==> src/rtl/fabric_config_loader_pkg.sv <==
// Shared definitions for the fabric configuration loader and the fabric blocks it feeds.
package fabric_config_loader_pkg;

  // Loader FSM states
  typedef enum logic [2:0] {
    IDLE   = 3'd0,
    SYNC   = 3'd1,
    LOAD   = 3'd2,
    PARITY = 3'd3,
    DONE   = 3'd4,
    ERROR  = 3'd5
  } state_t;

  // Config widths of logic_tile (32 LUT bits + reg/comb select) and switch_box_4x4
  localparam int TILE_BITS_DEF   = 33;
  localparam int SWITCH_BITS_DEF = 16;

  // Preamble that marks the start of the payload
  localparam logic [7:0] SYNC_WORD_DEF = 8'hA5;

endpackage

==> src/rtl/fabric_config_loader_shift.sv <==
// P-bit right shift register (new bits enter at the MSB) with a running parity
// accumulator, so the parity check never needs a full-width reduction.
module cfg_shift_reg #(
  parameter int P = 296
) (
  input  logic         clock,
  input  logic         reset,
  input  logic         clear,
  input  logic         shift,
  input  logic         bit_in,
  output logic [P-1:0] data,
  output logic         parity
);

  // Clear wins over shift; parity tracks XOR of every bit currently held
  always_ff @(posedge clock or posedge reset) begin
    if (reset) begin
      data   <= '0;
      parity <= 1'b0;
    end else if (clear) begin
      data   <= '0;
      parity <= 1'b0;
    end else if (shift) begin
      data   <= {bit_in, data[P-1:1]};
      parity <= parity ^ bit_in;
    end
  end

endmodule

==> src/rtl/fabric_config_loader.sv <==
// Serial bitstream loader: hunts for the sync word, shifts in the payload,
// checks one even-parity bit and commits tile/switch configuration atomically.
module fabric_config_loader
  import fabric_config_loader_pkg::*;
#(
  parameter int         NUM_TILES    = 8,
  parameter int         NUM_SWITCHES = 2,
  parameter int         TILE_BITS    = TILE_BITS_DEF,
  parameter int         SWITCH_BITS  = SWITCH_BITS_DEF,
  parameter logic [7:0] SYNC_WORD    = SYNC_WORD_DEF
) (
  input  logic                                clock,
  input  logic                                reset,
  input  logic                                start,
  input  logic                                bit_in,
  input  logic                                bit_valid,
  output logic                                ready,
  output logic                                busy,
  output logic                                done,
  output logic                                error,
  output logic                                cfg_valid,
  output logic [NUM_TILES*TILE_BITS-1:0]      tile_cfg,
  output logic [NUM_SWITCHES*SWITCH_BITS-1:0] sw_cfg
);

  localparam int TP = NUM_TILES * TILE_BITS;
  localparam int P  = TP + NUM_SWITCHES * SWITCH_BITS;
  localparam int CW = $clog2(P + 1);

  state_t          state;
  // Only the 7 most recent bits need storing; the 8th window bit is bit_in itself
  logic [6:0]      hist;
  logic [7:0]      win_nxt;
  logic [CW-1:0]   bit_cnt;
  logic [P-1:0]    sh;
  logic            par;
  logic            accept;
  logic            restart;
  logic            shift;

  // start aborts/launches a load from any state except the single commit cycle,
  // and takes priority over a bit presented in the same cycle
  assign restart = start && (state != DONE);
  assign accept  = bit_valid && ready && !start;
  assign shift   = accept && (state == LOAD);
  assign win_nxt = {hist, bit_in};

  cfg_shift_reg #(.P(P)) u_shift (
    .clock  (clock),
    .reset  (reset),
    .clear  (restart),
    .shift  (shift),
    .bit_in (bit_in),
    .data   (sh),
    .parity (par)
  );

  // Loader FSM with registered handshake/status outputs and the commit register
  always_ff @(posedge clock or posedge reset) begin
    if (reset) begin
      state     <= IDLE;
      hist      <= '0;
      bit_cnt   <= '0;
      ready     <= 1'b0;
      busy      <= 1'b0;
      done      <= 1'b0;
      error     <= 1'b0;
      cfg_valid <= 1'b0;
      tile_cfg  <= '0;
      sw_cfg    <= '0;
    end else begin
      done <= 1'b0;
      if (restart) begin
        state   <= SYNC;
        hist    <= '0;
        bit_cnt <= '0;
        ready   <= 1'b1;
        busy    <= 1'b1;
        error   <= 1'b0;
      end else begin
        case (state)
          IDLE: ;
          SYNC: if (accept) begin
            hist <= win_nxt[6:0];
            if (win_nxt == SYNC_WORD) state <= LOAD;
          end
          LOAD: if (accept) begin
            bit_cnt <= bit_cnt + 1'b1;
            if (bit_cnt == CW'(P - 1)) state <= PARITY;
          end
          PARITY: if (accept) begin
            ready <= 1'b0;
            busy  <= 1'b0;
            if (par ^ bit_in) begin
              // Bad load: live configuration is left untouched
              state <= ERROR;
              error <= 1'b1;
            end else begin
              state     <= DONE;
              done      <= 1'b1;
              cfg_valid <= 1'b1;
              tile_cfg  <= sh[TP-1:0];
              sw_cfg    <= sh[P-1:TP];
            end
          end
          DONE:    state <= IDLE;
          ERROR:   ;
          default: state <= IDLE;
        endcase
      end
    end
  end

endmodule
==> config.mk <==
export PLATFORM = sky130hd
export DESIGN_NAME = fabric_config_loader
export DESIGN_NICKNAME = d
export VERILOG_FILES = /design/src/rtl/fabric_config_loader_pkg.sv /design/src/rtl/fabric_config_loader_shift.sv /design/src/rtl/fabric_config_loader.sv
export SDC_FILE = /design/constraint.sdc
export NUM_CORES = 1
export LEC_CHECK = 0
export ABC_AREA = 0
export CAP_MARGIN = 20
export CORE_UTILIZATION = 32
export CTS_BUF_LIST = sky130_fd_sc_hd__clkbuf_2 sky130_fd_sc_hd__clkbuf_4 sky130_fd_sc_hd__clkbuf_8
export DETAILED_ROUTE_END_ITERATION = 12
export GPL_ROUTABILITY_DRIVEN = 1
export PLACE_DENSITY_LB_ADDON = 0.05
export SLEW_MARGIN = 40
export SYNTH_ARGS = -nofsm -noshare
export SYNTH_HDL_FRONTEND = slang
export SYNTH_SLANG_ARGS = --single-unit
==> constraint.sdc <==
create_clock -name clock -period 22.3 [get_ports clock]
set_clock_uncertainty 0.15 [all_clocks]
set_input_delay 3.345 -clock clock [delete_from_list [all_inputs] [get_ports clock]]
set_output_delay 3.345 -clock clock [all_outputs]
set_load 0.01 [all_outputs]
## Word level (Yosys, flattened, before mapping)

Index checks and enable logic that the tools add are counted.

- Add/subtract/negate cells: 1
- Equality and inequality tests: 13
- Mux-type cells: 29
- Bitwise operators: 3
- Reduce and logical (&&, ||, !) cells: 19

Operators with widths:

| cell | count |
|---|---|
| $mux 296 | 2 |
| $mux 9 | 3 |
| $mux 7 | 3 |
| $mux 3 | 6 |
| $ne 3x3->1 const B | 5 |
| $mux 1 | 14 |
| $pmux 3 s4 | 1 |
| $reduce_bool 2->1 | 6 |
| $add 9x1->9 const B | 1 |
| $eq 9x9->1 const B | 1 |
| $eq 8x8->1 const B | 1 |
| $eq 3x2->1 const B | 2 |
| $reduce_and 2->1 | 3 |
| $reduce_and 6->1 | 1 |
| $logic_and 1x1->1 | 4 |
| $reduce_and 4->1 | 1 |
| $eq 3x1->1 const B | 1 |
| $eq 3x3->1 const B | 1 |
| $logic_not 3->1 | 1 |
| $ne 3x2->1 const B | 1 |
| $reduce_and 3->1 | 1 |
| $ne 2x1->1 const B | 1 |
| $not 1->1 | 2 |
| $reduce_or 2->1 | 1 |
| other kinds (2) | 2 |

- Register bits after elaboration: 616
- Output and inout port bits: 301
- Word-level logic and storage cells: 76

## Logic depth before layout (Yosys ltp)

- Word-level depth: 5
- Gate-level depth with buffers: 9
- Mapped depth without buffers: 5

## Cells and area by module

From an unflattened synthesis, not the netlist that was laid out.

- Cells, all modules: 1713
- Area total of the unflattened synthesis: 24398.4 µm²

Modules (own cells, without submodules):

| module | times used | cells each | area each (µm²) |
|---|---|---|---|
| fabric_config_loader | 1 | 754 | 12351.8 |
| cfg_shift_reg | 1 | 959 | 12046.6 |

## Least setup slack after synthesis

OpenSTA, ideal clock, no wires.

- Path type: in2reg
- Start: in bit_valid
- End: reg tile_cfg[179]
- Setup time: 125 ps
- Arrival time: 4589 ps
- Data required time: 22025 ps
- Setup slack: 17437 ps
- Stages: 7
- Cells stage by stage: and4b_1 > buf_6 > nand3_4 > nor2_8 > buf_4 > buf_6 > mux2_2

- Longest elaborated chain between the ends: 3

RTL lines:

| what | line | source |
|---|---|---|
| start, declared | fabric_config_loader.sv:16 | `input logic bit_valid,` |
| $logic_and 1x1->1 (2 in series) | fabric_config_loader.sv:44 | `assign accept = bit_valid && ready && !start;` |
| $reduce_and 4->1 (no line) | -- |  |
| end signal, assigned | fabric_config_loader.sv:102 | `tile_cfg <= sh[TP-1:0];` |
| end, declared | fabric_config_loader.sv:22 | `output logic [NUM_TILES*TILE_BITS-1:0] tile_cfg,` |

No other way between the ends.
A chain may end at the register's enable or synchronous reset.

## Worst setup path in the final report

- Start: in bit_valid
- End: reg u_shift.data[273]

- Longest elaborated chain between the ends: 4

RTL lines:

| what | line | source |
|---|---|---|
| $logic_and 1x1->1 (2 in series) | fabric_config_loader.sv:44 |  |
| $logic_and 1x1->1 | fabric_config_loader.sv:45 | `assign shift = accept && (state == LOAD);` |
| $reduce_bool 2->1 (no line) | -- |  |
| end signal, assigned | fabric_config_loader_shift.sv:24 | `data <= {bit_in, data[P-1:1]};` |
| end, declared | fabric_config_loader_shift.sv:11 | `output logic [P-1:0] data,` |

No other way between the ends.

==> results.cfg <==
[run_status]
status = complete, no violations

[layout]
mostFrequentLayoutCells = dfrtp_1 (616), clkdlybuf4s50_1 (305), a22o_1 (296)
drive_gt1_share_pct = 17.6
num-nets-final = 1742
layout.cells.most_common = dfrtp_1
layout-area-overhead-vs-synth_pct = 26.4

[synthesis]
synth_top_area_cell = dfrtp_1
yosys.area.top_type_share_pct = 67.7
synth_area_per_cell_um2 = 16.2
synthFlopType = dfrtp_1
synth_cell_types = 39
synthTopCellsByArea = dfrtp_1 (68%), a22o_1 (11%), mux2_1 (9.9%)
syn_inst = 1403
synthesis.yosys.warnings = 0
syn-num-nets = 1409
async_reset_ff_share_pct = 100
yosys_register_bits = 616
netlist_area_um2 = 22800
synth-edff-count = 0
yosysSeqAreaShare_pct = 67.7

[clock_tree]
cts_post_setup_buffers_inserted = 0
cts_hold_repair.buffers = 0
clk_pin_slew_worst_paths_ps = 60
cts_root_buf = clkbuf_8
htreeDepth = 3
tritoncts_num_sinks = 616
tritoncts = done
cts_inserted_buffers = 109
ctsResizeCount = 0
worst_skew_pair.late_latency_ps = 680
clockBufferDepth = 3

[routing]
routed-via-count = 13200
drtIter0Drc = 703
detailedRoute.firstPassIterationCount = 4
wl_per_cell_um = 19.0
drc = 0
totalWireLength_mm = 52.4
antenna_violating_nets_remaining = 0
vias_per_cell = 4.78

[floorplan]
die-area_um2 = 72200
floorplan.initialDensity_pct = 32.4
chipHeight_um = 269
num_io_pins = 306
floorplan.rows = 97
die_span_in_x_um = 269
floorplan.core_area_um2 = 70300

[power_and_ir_drop]
cellPowerDensity_nw_per_um2 = 78.0
seq_power_share_pct = 49.9
clkPwrFrac_pct = 48.5
power.ir.vdd_worst_mv = 0.0454
internal_portion_of_total_power_mw = 1.75
switching_share_pct = 21.9
p_switching_mw = 0.491
leakage_nw = 14.0
p_comb_share_pct = 1.7

[sta]
report.final.slew_viol_count = 0
relative_slew_slack_pct = 45.7
fin_tns_setup_ps = 0
timing_worst_slew_pin_value_ps = 814
achievable-frequency_mhz = 161
period_minus_slack_ps = 6220
postLayoutSetupSlackWorst_ps = 16080
timing_hold_violations_final = 0
ratio_of_final_minimum_period_to_clock_period_pct = 27.9
grt_setup_unrepaired = false
final-setup-viol-count = 0

[grt]
grt_overflow_total = 0
pin_count_of_the_biggest_net_entering_global_routing = 99
track_usage_pct = 14.7
grt_antenna_before_repair = 2
global_route_wire_length_before_repair_mm = 83.3
grt_pass1_vias = 14000

[critical_path]
cp-end-kind = flip-flop
worst-endpoint-required_ps = 22760
timing.critical_path.from_type = input pin
timing.reg2reg.setup_slack_ps = 18760
critical_path_arrival_ps = 6670
r2r_start = state[1]
worstReg2RegEnd = u_shift.data[273]
critPathMaxFanout = 86
worst-r2r-cell-count = 5
timing_worst_setup_path_type = input pin to flip-flop

[hold_path]
holdPathStages = 1
timing.hold.worst.class = flip-flop to flip-flop
min-delay-start = cfg_valid
min_to = cfg_valid

[placed_design]
place.port_buffers = 305
dp.final_hpwl_mm = 31.2
gpl.final_weighted_congestion = 0.705
preCtsSetupSlack_ps = 15380

[job]
cap_viol_max_count = 0
how the worst max path moves through the flow:
stage | start | to | slack [ps]
4_1_cts | bit_valid | u_shift.data[286] | 16120
6_report | bit_valid | u_shift.data[273] | 16080
3_5_place_dp | bit_valid | u_shift.data[292] | 15380
2_1_floorplan | reset | bit_cnt[0] | 1560
5_1_grt | bit_valid | u_shift.data[274] | 15860
3_3_place_gp | bit_valid | u_shift.data[253] | 14930
sequential cells by signal (all words and copies together), names as in the netlist:
signal	cells
sw_cfg	32
u_shift.data	296
tile_cfg	264
state	3
busy	1
bit_cnt	9
hist	7
done	1
error	1
cfg_valid	1
u_shift.parity	1
cells by family (layout without fill, tap and decap cells):
family          Yosys count  count (layout)  synth area share, %
fa+ha+maj                 1               1               0.0549
simple gates             57              57                 1.46
other cells               0               1                    0
compound gates          312             312                 11.8
mux                     305             305                 15.0
buf+inv                 107             526                 3.70
xor+xnor                  5               5                0.192
flops                   616             616                 67.7
through the flow:
step           util, %  area, µm²  cells  hold WS [ps]  total power [mW]
3_5_place_dp      37.6      26400   2565           309              1.18
5_1_grt           40.9      28800   2763           339              2.35
6_report          40.9      28800   2763           323              2.24
4_1_cts           40.9      28700   2762           331              2.29
2_1_floorplan        -      22800   1403           312              1.17
3_3_place_gp      37.5      26300   2562           304              1.18
Yosys cell counts, types with 2 or more instances:
| master | number |
|---|---|
| mux2_2 | 97 |
| o21ai_0 | 4 |
| and2_1 | 2 |
| buf_4 | 9 |
| a22o_1 | 296 |
| nand2_1 | 14 |
| inv_1 | 4 |
| dfrtp_1 | 616 |
| buf_6 | 48 |
| nor2_1 | 13 |
| xor2_1 | 5 |
| mux2_1 | 200 |
| nand3_1 | 4 |
| or4_1 | 2 |
| a21oi_1 | 5 |
| nor2_8 | 2 |
| clkbuf_1 | 8 |
| buf_2 | 38 |
| nand4_1 | 7 |
| a41oi_1 | 2 |
| mux2i_1 | 8 |
| nor3_1 | 2 |
area by class of cell:
cell class	instances	area (µm²)
fillers	6496	41500
flip-flops and latches	616	15400
multi-input cells	680	6510
repair buffers	325	3320
clock buffers	186	2250
well taps	940	1180
clock inverters	11	65.1
inverters	4	22.5
diodes	1	2.50
critical path, stage by stage:
cell and delay [ps]:
clkdlybuf4s50_1 520, and4b_1 460, and2_4 720, buf_6 620, buf_6 610, a22o_1 250
power by group through the flow:
stage	sequential (mW)	combinational [mW]	clock, mW
detailed placement	1.14	0.0400	0
CTS	1.12	0.0401	1.13
floorplan	1.14	0.0306	0
global route	1.12	0.0444	1.18
global placement	1.14	0.0391	0
finish	1.12	0.0375	1.09
layer usage:
layer / part of all wire (%) / GRT usage (%) / up-vias
li1: - / - / 5902
met1: 44 / 19.6 / 6915
met2: 46 / 22.2 / 281
met3: 6.9 / 5.31 / 101
met4: 2.4 / 4.70 / 2
met5: 0.017 / 0 / -
No activity file was read; power rests on OpenSTA's default activity.
